File: config.mk
export PLATFORM = sky130hd
export DESIGN_NAME = fp_align_shifter
export DESIGN_NICKNAME = d
export VERILOG_FILES = /design/src/rtl/fp_align_pkg.sv /design/src/rtl/fp_align_shifter_sticky_shift_right.sv /design/src/rtl/fp_align_shifter.sv
export SDC_FILE = /design/constraint.sdc
export NUM_CORES = 1
export LEC_CHECK = 0
export CORE_MARGIN = 4
export CORE_UTILIZATION = 43
export DETAILED_ROUTE_END_ITERATION = 16
export PLACE_DENSITY = 0.79
export RECOVER_POWER = 25
export SKIP_LAST_GASP = 1
export SLEW_MARGIN = 20
export SYNTH_ARGS = -nofsm -noshare
export SYNTH_HDL_FRONTEND = slang
export SYNTH_SLANG_ARGS = --single-unit
export TNS_END_PERCENT = 20
File: constraint.sdc
create_clock -name clk -period 2.2 [get_ports clk]
set_input_delay 0.55 -clock clk [delete_from_list [all_inputs] [get_ports clk]]
set_output_delay 0.55 -clock clk [all_outputs]
set_load 0.05 [all_outputs]
File: src/rtl/fp_align_pkg.sv
// Shared constants and types for the FP adder alignment stage.
package fp_align_pkg;

    localparam int FP_EXP_W  = 8;
    localparam int FP_MANT_W = 23;
    localparam int FP_EXT_W  = FP_MANT_W + 4;
    localparam int FP_STEP   = 4;

    typedef enum logic [1:0] {
        IDLE  = 2'd0,
        SHIFT = 2'd1,
        DONE  = 2'd2
    } state_t;

    typedef struct {
        logic                 sign;
        logic [FP_EXP_W-1:0]  exp;
        logic [FP_MANT_W-1:0] mant;
    } operand_t;

endpackage

File: src/rtl/fp_align_shifter_sticky_shift_right.sv
// Combinational right shift by 0..STEP bits; every bit shifted out is ORed into bit 0.
module sticky_shift_right #(
    parameter int W    = 27,
    parameter int STEP = 4,
    parameter int SH_W = $clog2(STEP + 1)
) (
    input  logic [W-1:0]    data_in,
    input  logic [SH_W-1:0] shamt,
    output logic [W-1:0]    data_out
);

    logic [W-1:0] shifted;
    logic         lost;

    // NOTE: every variable written here gets a default first so no latch is inferred.
    always_comb begin
        lost = 1'b0;
        for (int i = 0; i < STEP; i++) begin
            if (i < int'(shamt)) lost = lost | data_in[i];
        end
        shifted  = data_in >> shamt;
        data_out = {shifted[W-1:1], shifted[0] | lost};
    end

endmodule

File: src/rtl/fp_align_shifter.sv
// Alignment stage of the single-precision FP adder: restores hidden bits and iteratively
// right-shifts the smaller mantissa by the exponent difference, keeping a sticky bit.
import fp_align_pkg::*;

module fp_align_shifter #(
    parameter int EXP_W  = FP_EXP_W,
    parameter int MANT_W = FP_MANT_W,
    parameter int STEP   = FP_STEP
) (
    input  logic                  clk,
    input  logic                  rst,
    input  logic                  in_valid,
    output logic                  in_ready,
    input  logic                  swap_sign_A,
    input  logic                  swap_sign_B,
    input  logic [EXP_W-1:0]      swap_exp_A,
    input  logic [EXP_W-1:0]      swap_exp_B,
    input  logic [MANT_W-1:0]     swap_mant_A,
    input  logic [MANT_W-1:0]     swap_mant_B,
    input  logic                  sub,
    output logic                  out_valid,
    input  logic                  out_ready,
    output logic                  out_sign,
    output logic                  out_eff_sub,
    output logic [EXP_W-1:0]      out_exp,
    output logic [MANT_W+3:0]     out_mant_A,
    output logic [MANT_W+3:0]     out_mant_B,
    output logic                  order_err
);

    localparam int EXT_W = MANT_W + 4;
    localparam int REM_W = $clog2(EXT_W + 1);
    localparam int SH_W  = $clog2(STEP + 1);
    localparam logic [EXP_W:0] EXT_LIM  = (EXP_W + 1)'(EXT_W);
    localparam logic [REM_W-1:0] STEP_R = REM_W'(STEP);

    state_t             state_q, state_d;
    logic [REM_W-1:0]   rem_q, rem_d;
    logic               sign_q, sign_d;
    logic               eff_sub_q, eff_sub_d;
    logic [EXP_W-1:0]   exp_q, exp_d;
    logic [EXT_W-1:0]   mant_a_q, mant_a_d;
    logic [EXT_W-1:0]   mant_b_q, mant_b_d;
    logic               order_err_q, order_err_d;

    logic [EXP_W-1:0]   exp_a_eff, exp_b_eff;
    logic [EXP_W:0]     exp_diff;
    logic [REM_W-1:0]   dist_in;
    logic [REM_W-1:0]   step_k;
    logic [EXT_W-1:0]   mant_b_shifted;

    // Denormals (exp==0) behave as exponent 1 without the hidden bit.
    always_comb begin
        exp_a_eff = (swap_exp_A == '0) ? EXP_W'(1) : swap_exp_A;
        exp_b_eff = (swap_exp_B == '0) ? EXP_W'(1) : swap_exp_B;
        exp_diff  = {1'b0, exp_a_eff} - {1'b0, exp_b_eff};
        if (exp_diff[EXP_W]) begin
            dist_in = '0;
        end else if (exp_diff > EXT_LIM) begin
            dist_in = REM_W'(EXT_W);
        end else begin
            dist_in = exp_diff[REM_W-1:0];
        end
        step_k = (rem_q > STEP_R) ? STEP_R : rem_q;
    end

    sticky_shift_right #(
        .W    (EXT_W),
        .STEP (STEP),
        .SH_W (SH_W)
    ) u_shift (
        .data_in  (mant_b_q),
        .shamt    (step_k[SH_W-1:0]),
        .data_out (mant_b_shifted)
    );

    always_comb begin
        state_d     = state_q;
        rem_d       = rem_q;
        sign_d      = sign_q;
        eff_sub_d   = eff_sub_q;
        exp_d       = exp_q;
        mant_a_d    = mant_a_q;
        mant_b_d    = mant_b_q;
        order_err_d = order_err_q;
        case (state_q)
            IDLE: begin
                if (in_valid) begin
                    sign_d      = swap_sign_A;
                    eff_sub_d   = sub ^ swap_sign_A ^ swap_sign_B;
                    exp_d       = exp_a_eff;
                    mant_a_d    = {swap_exp_A != '0, swap_mant_A, 3'b000};
                    mant_b_d    = {swap_exp_B != '0, swap_mant_B, 3'b000};
                    order_err_d = exp_diff[EXP_W];
                    rem_d       = dist_in;
                    state_d     = (dist_in != '0) ? SHIFT : DONE;
                end
            end
            SHIFT: begin
                mant_b_d = mant_b_shifted;
                rem_d    = rem_q - step_k;
                if (rem_q == step_k) state_d = DONE;
            end
            DONE: begin
                if (out_ready) state_d = IDLE;
            end
            default: state_d = IDLE;
        endcase
    end

    // NOTE: sequential state uses non-blocking assignments; reset clears every register asynchronously.
    always_ff @(posedge clk or posedge rst) begin
        if (rst) begin
            state_q     <= IDLE;
            rem_q       <= '0;
            sign_q      <= 1'b0;
            eff_sub_q   <= 1'b0;
            exp_q       <= '0;
            mant_a_q    <= '0;
            mant_b_q    <= '0;
            order_err_q <= 1'b0;
        end else begin
            state_q     <= state_d;
            rem_q       <= rem_d;
            sign_q      <= sign_d;
            eff_sub_q   <= eff_sub_d;
            exp_q       <= exp_d;
            mant_a_q    <= mant_a_d;
            mant_b_q    <= mant_b_d;
            order_err_q <= order_err_d;
        end
    end

    assign in_ready    = (state_q == IDLE);
    assign out_valid   = (state_q == DONE);
    assign out_sign    = sign_q;
    assign out_eff_sub = eff_sub_q;
    assign out_exp     = exp_q;
    assign out_mant_A  = mant_a_q;
    assign out_mant_B  = mant_b_q;
    assign order_err   = order_err_q;

endmodule

==> metrics.txt, run 1 <==
number of I/O port buffers 132; PD cells 1610 nW/µm²; dominant cells by area after synthesis dfrtp_1 40%, nand2_1 13%, mux4_2 6.7%; Final ANT Viol Nets 0; synth warn 0; WP buf/inv 1; Hold WS between 400 and 500 ps; Max Cap Viol 0; CP max-delay cell or4_4; initial core utilization 0.445; Final Cell Area approximately 6400 µm²; Die X between 100 and 150 µm; # rows 36; Post-Route WL 13.3 mm; Synth-to-Final Area Change 47.0%; ys async rst share 1.00; failing checks setup timing; post-layout min period approximately 2800 ps; average wire per standard cell approximately 16 µm; total track usage 0.231; clk buf depth 2; drt via density around 5.5; routed vias about 4,500; r2r setup slk around 80 ps; number of diodes 0; Final period util 1.29; Die Height ~110 µm; status finished, violations left; vias in the first global route approximately 4,500; Syn Area/Cell ~8.5 µm²; synthesized instance count 512; Initial DRC Count 259; clock sink count 69; crit path kind in2reg; most frequent cells in the layout 151 x nand2_1, 103 x clkdlybuf4s50_1, 75 x buf_4, 69 x dfrtp_1, 20 x a21oi_1; drt pass-1 iters 5; Hold Crit Class reg2reg; core area between 9000 and 10,000 µm²; #FFs+latches synth slightly below 70; Slew Viols, Final 0; final net count 759; unrepaired setup endpoints after global routing yes; global-route wire length before repair 21.5 mm; Final Wtd Congestion 0.850; antenna violations before repair 0; Max-slew headroom 0.376; DRC Markers 0; Primary FF master, synth dfrtp_1; met3 Usage GRT 0.0829; final hold violation count 0; post-synth top area cell dfrtp_1; Synth top area share 0.396; Netlist cell types 64; crit-path max FO 4; Static Leak around 3 nW; sequential share of the synthesized area 0.396; WP data required 2450 ps; Post-synth EDFFs 0; clk root buf clkbuf_8; critical path's top delay family simple AND/OR/NAND/NOR gates; Reg clk slew, reported paths 80 ps; CTS Buf Count 9; total congestion overflow 0; worst clock skew 7.77 ps; Top Usage Layer GRT met2; Setup-failing EPs final 17; H-tree depth 3; CTS tree done; Fin Setup TNS -4390 ps; PnR worst setup slack -628 ps; global routing usage on met2 0.393; worst-path cell chain clkdlybuf4s15_1 > or4_4 > nor2_4 > nor2_4 > ha_2 > nand3b_1 > a211oi_4 > o21a_1 > o22ai_2 > or3_4 > o31a_1; WP data arrival slightly above 3000 ps; most common cell after layout, fill and taps aside nand2_1; pin count of the biggest net entering global routing 38; Ports 136; max incr delay on CP between 500 and 600 ps; CP endpoint kind flip-flop; area of the die roughly 12,000 µm²; Total Power 10.3 mW; max frequency 354 MHz; DP Wirelength slightly below 10 mm; Startpoint Class input port; most used cell, CP nor2_4; Post-Syn Area around 4400 µm²; Least-Margin Pin Slew just over 900 ps; layout cells sized above 1 0.204; Placed Area a little over 6000 µm²; Max IR drop VDD about 0.88 mV; GR Layer Usage met1 0.271; worst-skew pair later-pin latency 360 ps
## sequential cells by signal, indices dropped and copies added, names as in the netlist
| signal | cells |
|---|---|
| state_q | 2 |
| rem_q | 5 |
| out_eff_sub | 1 |
| out_mant_A | 24 |
| out_exp | 8 |
| order_err | 1 |
| out_sign | 1 |
| out_mant_B | 27 |
## layer usage
metal | wire length [µm] | part of all wire
met1 | 5260 | 0.39
met3 | 1330 | 0.099
met4 | 206 | 0.015
met2 | 6550 | 0.49
met5 | 0 | 0
## area by class of cell
class	instances	area [µm²]
Multi-Input combinational cell	393	2520
Clock buffer	10	138
Clock inverter	6	47.5
Tap cell	133	166
Timing Repair Buffer	197	1770
Fill cell	824	3400
Inverter	11	45.0
Sequential cell	69	1730
## cells by family after synthesis
family	count (synthesis)	share of synthesized area
adder cells (fa/ha/maj)	10	0.0298
XOR/XNOR	11	0.0238
flip-flops	69	0.396
multiplexers	23	0.0903
other	2	0.00172
buffers and inverters	52	0.0482
AND/OR/NAND/NOR	237	0.243
AO/OA/AOI/OAI	108	0.167
## power breakdown
group / internal [mW] / switching, mW
Combinational: 2.59 / 4.19
Sequential: 1.88 / 0.691
Clock: 0.447 / 0.539
Total: 4.92 / 5.42
## worst paths after layout
path | start | end | cells after the start
setup / recovery | swap_exp_A[1] | rem_q[1] | 11
hold / removal | out_exp[1] | out_exp[1] | 2
setup reg to reg | rem_q[3] | out_mant_B[4] | 7
hold reg to reg | out_exp[1] | out_exp[1] | 2
max in group asynchronous | rst | out_mant_B[6] | 3
min in group asynchronous | rst | out_mant_A[13] | 3
## worst min-delay path: stages (launching register included)
cell and delay [ps]:
dfrtp_1 350, nand2_1 50, nand2_1 50
## cells in the mapped netlist (3+ instances only)
cell and count:
a31o_1 3, buf_4 3, nor3_1 12, o21ai_1 13, mux2i_1 9, a21oi_1 20
a211oi_1 11, or2_1 3, nor2b_1 4, mux4_2 13, buf_1 5, inv_1 10
a21o_1 3, o21ai_0 10, nand3_1 6, nor2_1 20, nand2_1 152, ha_1 8
nand2b_1 4, buf_2 3, xor2_1 3, clkbuf_1 30, o22ai_1 4, xnor2_1 7
o31ai_1 3, a31oi_1 11, a311oi_1 7, and3_1 19, dfrtp_1 69
## per-stage QoR
stage          std cells   util  setup slack, ps
2_1_floorplan        514      -             -717
3_3_place_gp         801  0.628            -1310
3_5_place_dp         801  0.628            -1430
4_1_cts              819  0.652             -641
5_1_grt              819  0.653             -739
6_report             819  0.653             -628
## what timing repair did
action	4_1_cts	5_1_grt
hold buffers	0	0
pin swaps	19	9
gates resized for setup	51	3
gates cloned	0	0
endpoints found under the setup margin	19	26
setup buffers	2	0
(Power assumes the default switching activity.)
==> inputs of run 2 (changes only) <==
--- a/config.mk
+++ b/config.mk
@@ -8,8 +8,10 @@
 export CORE_MARGIN = 4
 export CORE_UTILIZATION = 43
 export DETAILED_ROUTE_END_ITERATION = 16
+export GPL_TIMING_DRIVEN = 0
 export PLACE_DENSITY = 0.79
 export RECOVER_POWER = 25
+export SETUP_SLACK_MARGIN = 0.4
 export SKIP_LAST_GASP = 1
 export SLEW_MARGIN = 20
 export SYNTH_ARGS = -nofsm -noshare
==> run 2 against run 1 <==
Net effect: the flow still finishes with violations (setup timing); final cell count rose by 3.3%; final area rose by 6.4%; clock-buffer cell count fell by 1; die area is the same; register-to-register slack got worse by 300 ps; sequential power about the same; via count increased by 11%; first-iteration DRC count increased by 60%; combinational power rose by 9.6%; largest cell class unchanged; largest power group unchanged.
==> metrics.txt, run 2 (synthesis gave the netlist of run 1 again) <==
PnR worst setup slack -695 ps (was -628 ps); r2r setup slk -220 ps (was 80 ps); Final period util 1.32 (was 1.29); core area 9820 µm² (unchanged); initial core utilization 0.445 (unchanged); vias in the first global route 5,048 (was 4,455); clock sink count 69 (unchanged); Max Cap Viol 0 (unchanged); worst-skew pair later-pin latency 350 ps (was 360 ps); drt via density 5.92 (was 5.50); Final ANT Viol Nets 0 (unchanged); FILL cells 768 (was 824); Initial DRC Count 415 (was 259); WP data required 2430 ps (was 2450 ps); number of I/O port buffers 132 (unchanged); Startpoint Class input port (unchanged); reg2reg end rem_q[4] (was out_mant_B[4]); DP Wirelength 10.7 mm (was 9.92 mm); layout cells sized above 1 0.254 (was 0.204); Endpoint, Worst Hold out_exp[4] (was out_exp[1]); PD cells 1660 nW/µm² (was 1610 nW/µm²); Post-Route WL 16.6 mm (was 13.3 mm); unrepaired setup endpoints after global routing yes (unchanged); Least-Margin Pin Slew 760 ps (was 936 ps); Total Power 11.3 mW (was 10.3 mW); clk root buf clkbuf_8 (unchanged); total track usage 0.267 (was 0.231); Placed Area 5920 µm² (was 6170 µm²); post-layout min period 2890 ps (was 2830 ps); HP Start swap_exp_A[4] (was out_exp[1]); Ports 136 (unchanged); crit-path max FO 5 (was 4); Static Leak 3.07 nW (was 2.92 nW); register area 1730 µm² (about the same); max frequency 345 MHz (was 354 MHz); Die Height 109 µm (unchanged); routed vias 5,005 (was 4,504); CTS tree done (unchanged); failing checks setup timing (unchanged); worst-path cell chain buf_8 > or4_4 > nor2_4 > nor2_4 > ha_4 > nand3b_1 > a211oi_4 > a221o_1 > nor3_2 > or3_4 > o31a_1 (was clkdlybuf4s15_1 > or4_4 > nor2_4 > nor2_4 > ha_2 > nand3b_1 > a211oi_4 > o21a_1 > o22ai_2 > or3_4 > o31a_1); Final Cell Area 6830 µm² (was 6420 µm²); most common cell after layout, fill and taps aside nand2_1 (unchanged); antenna violations before repair 0 (unchanged); most used cell, CP nor2_4 (unchanged); max incr delay on CP 540 ps (was 550 ps); Die X 109 µm (unchanged); average wire per standard cell 19.7 µm (was 16.3 µm); most frequent cells in the layout 148 x nand2_1, 100 x clkdlybuf4s50_1, 66 x dfrtp_1, 31 x buf_4, 28 x clkbuf_2 (was 151 x nand2_1, 103 x clkdlybuf4s50_1, 75 x buf_4, 69 x dfrtp_1, 20 x a21oi_1); area of the die 11,800 µm² (unchanged); FF-to-FF Start rem_q[2] (was rem_q[3]); area of the multi-input gates 2670 µm² (was 2520 µm²); WP buf/inv 1 (unchanged); pin count of the biggest net entering global routing 31 (was 38); Largest register FFs 27 (unchanged); final hold violation count 0 (unchanged); WP data arrival 3130 ps (was 3080 ps); Reg clk slew, reported paths 90 ps (was 80 ps); Final Wtd Congestion 0.934 (was 0.850); Hold Crit Class in2reg (was reg2reg); status finished, violations left (unchanged); H-tree depth 3 (unchanged); CP max-delay cell or4_4 (unchanged); Max-slew headroom 0.494 (was 0.376); Hold Crit Depth 3 (was 2); critical path's top delay family simple AND/OR/NAND/NOR gates (unchanged); Hold WS 418 ps (was 478 ps); Synth-to-Final Area Change 56.3% (was 47.0%); worst clock skew 9.45 ps (was 7.77 ps); Post-CTS Hold Buffers 0 (unchanged); Max IR drop VDD 0.914 mV (was 0.882 mV); FF-to-FF path depth 10 (was 7); global-route wire length before repair 24.7 mm (was 21.5 mm); number of diodes 0 (unchanged); crit path kind in2reg (unchanged); CP endpoint kind flip-flop (unchanged); total congestion overflow 0 (unchanged); drt pass-1 iters 7 (was 5); Setup-failing EPs final 14 (was 17); DRC Markers 0 (unchanged); clk buf depth 2 (unchanged); Slew Viols, Final 0 (unchanged); # rows 36 (unchanged); CTS Buf Count 9 (unchanged); final net count 786 (was 759)
-- run 2: cell types whose count changed in the layout (fill, tap and decap cells not counted), sizes merged, moves of 3 or more --
| cell | before | now |
|---|---|---|
| buf | 81 | 74 |
| bufinv | 0 | 3 |
| clkbuf | 12 | 54 |
| clkdlybuf4s15 | 5 | 1 |
| clkdlybuf4s50 | 103 | 100 |
| dlygate4sd2 | 5 | 2 |
-- run 2: tightest hold or removal path: stages --
cell     delay, ps
buf_8           80
nand2_1         40
nand2_1         60
-- run 2: per-layer routing --
layer	vias up	global-route usage	part of all wire
met5	-	0	0
met4	0	0.135	0.040
met3	86	0.0870	0.13
met2	384	0.443	0.48
met1	2346	0.311	0.35
li1	2189	-	-
-- run 2: cell type report --
type,instances,share of cell area
clock inverters,7,0.0178
clock buffers,9,0.0181
flip-flops and latches,69,0.254
inverters,11,0.00623
multi-input cells,393,0.391
well taps,133,0.0244
repair buffers,183,0.252
plain buffers,41,0.0376
-- run 2: how the worst max path moves through the flow --
stage	slack, ps	start	depth (start not counted)	to
floorplan	-720	swap_exp_A[3]	10	rem_q[3]
global placement	-1490	swap_exp_B[4]	13	rem_q[3]
detailed placement	-1580	swap_exp_A[5]	11	rem_q[3]
CTS	-670	swap_exp_B[5]	13	rem_q[1]
global route	-740	swap_exp_B[4]	13	rem_q[1]
finish	-690	swap_exp_A[4]	11	rem_q[1]
-- run 2: where the power goes --
| part | switching, mW | internal, mW |
|---|---|---|
| clock | 0.557 | 0.760 |
| sequential | 0.710 | 1.88 |
| combinational | 4.66 | 2.77 |
-- run 2: what timing repair did --
action / 4_1_cts / 5_1_grt
pin swaps: 23 / 12
resized for setup: 120 / 94
cloned: 0 / 1
setup buffers: 43 / 5
setup endpoints to repair: 133 / 133
-- run 2: per-stage QoR --
stage	std cells	TNS (ps)	utilization	setup slack (ps)
after floorplan	514	-4070	-	-717
after global placement	779	-37210	0.598	-1490
after detailed placement	781	-38020	0.603	-1580
after CTS	840	-5110	0.683	-671
after global routing	846	-5810	0.695	-744
final	846	-4910	0.695	-695
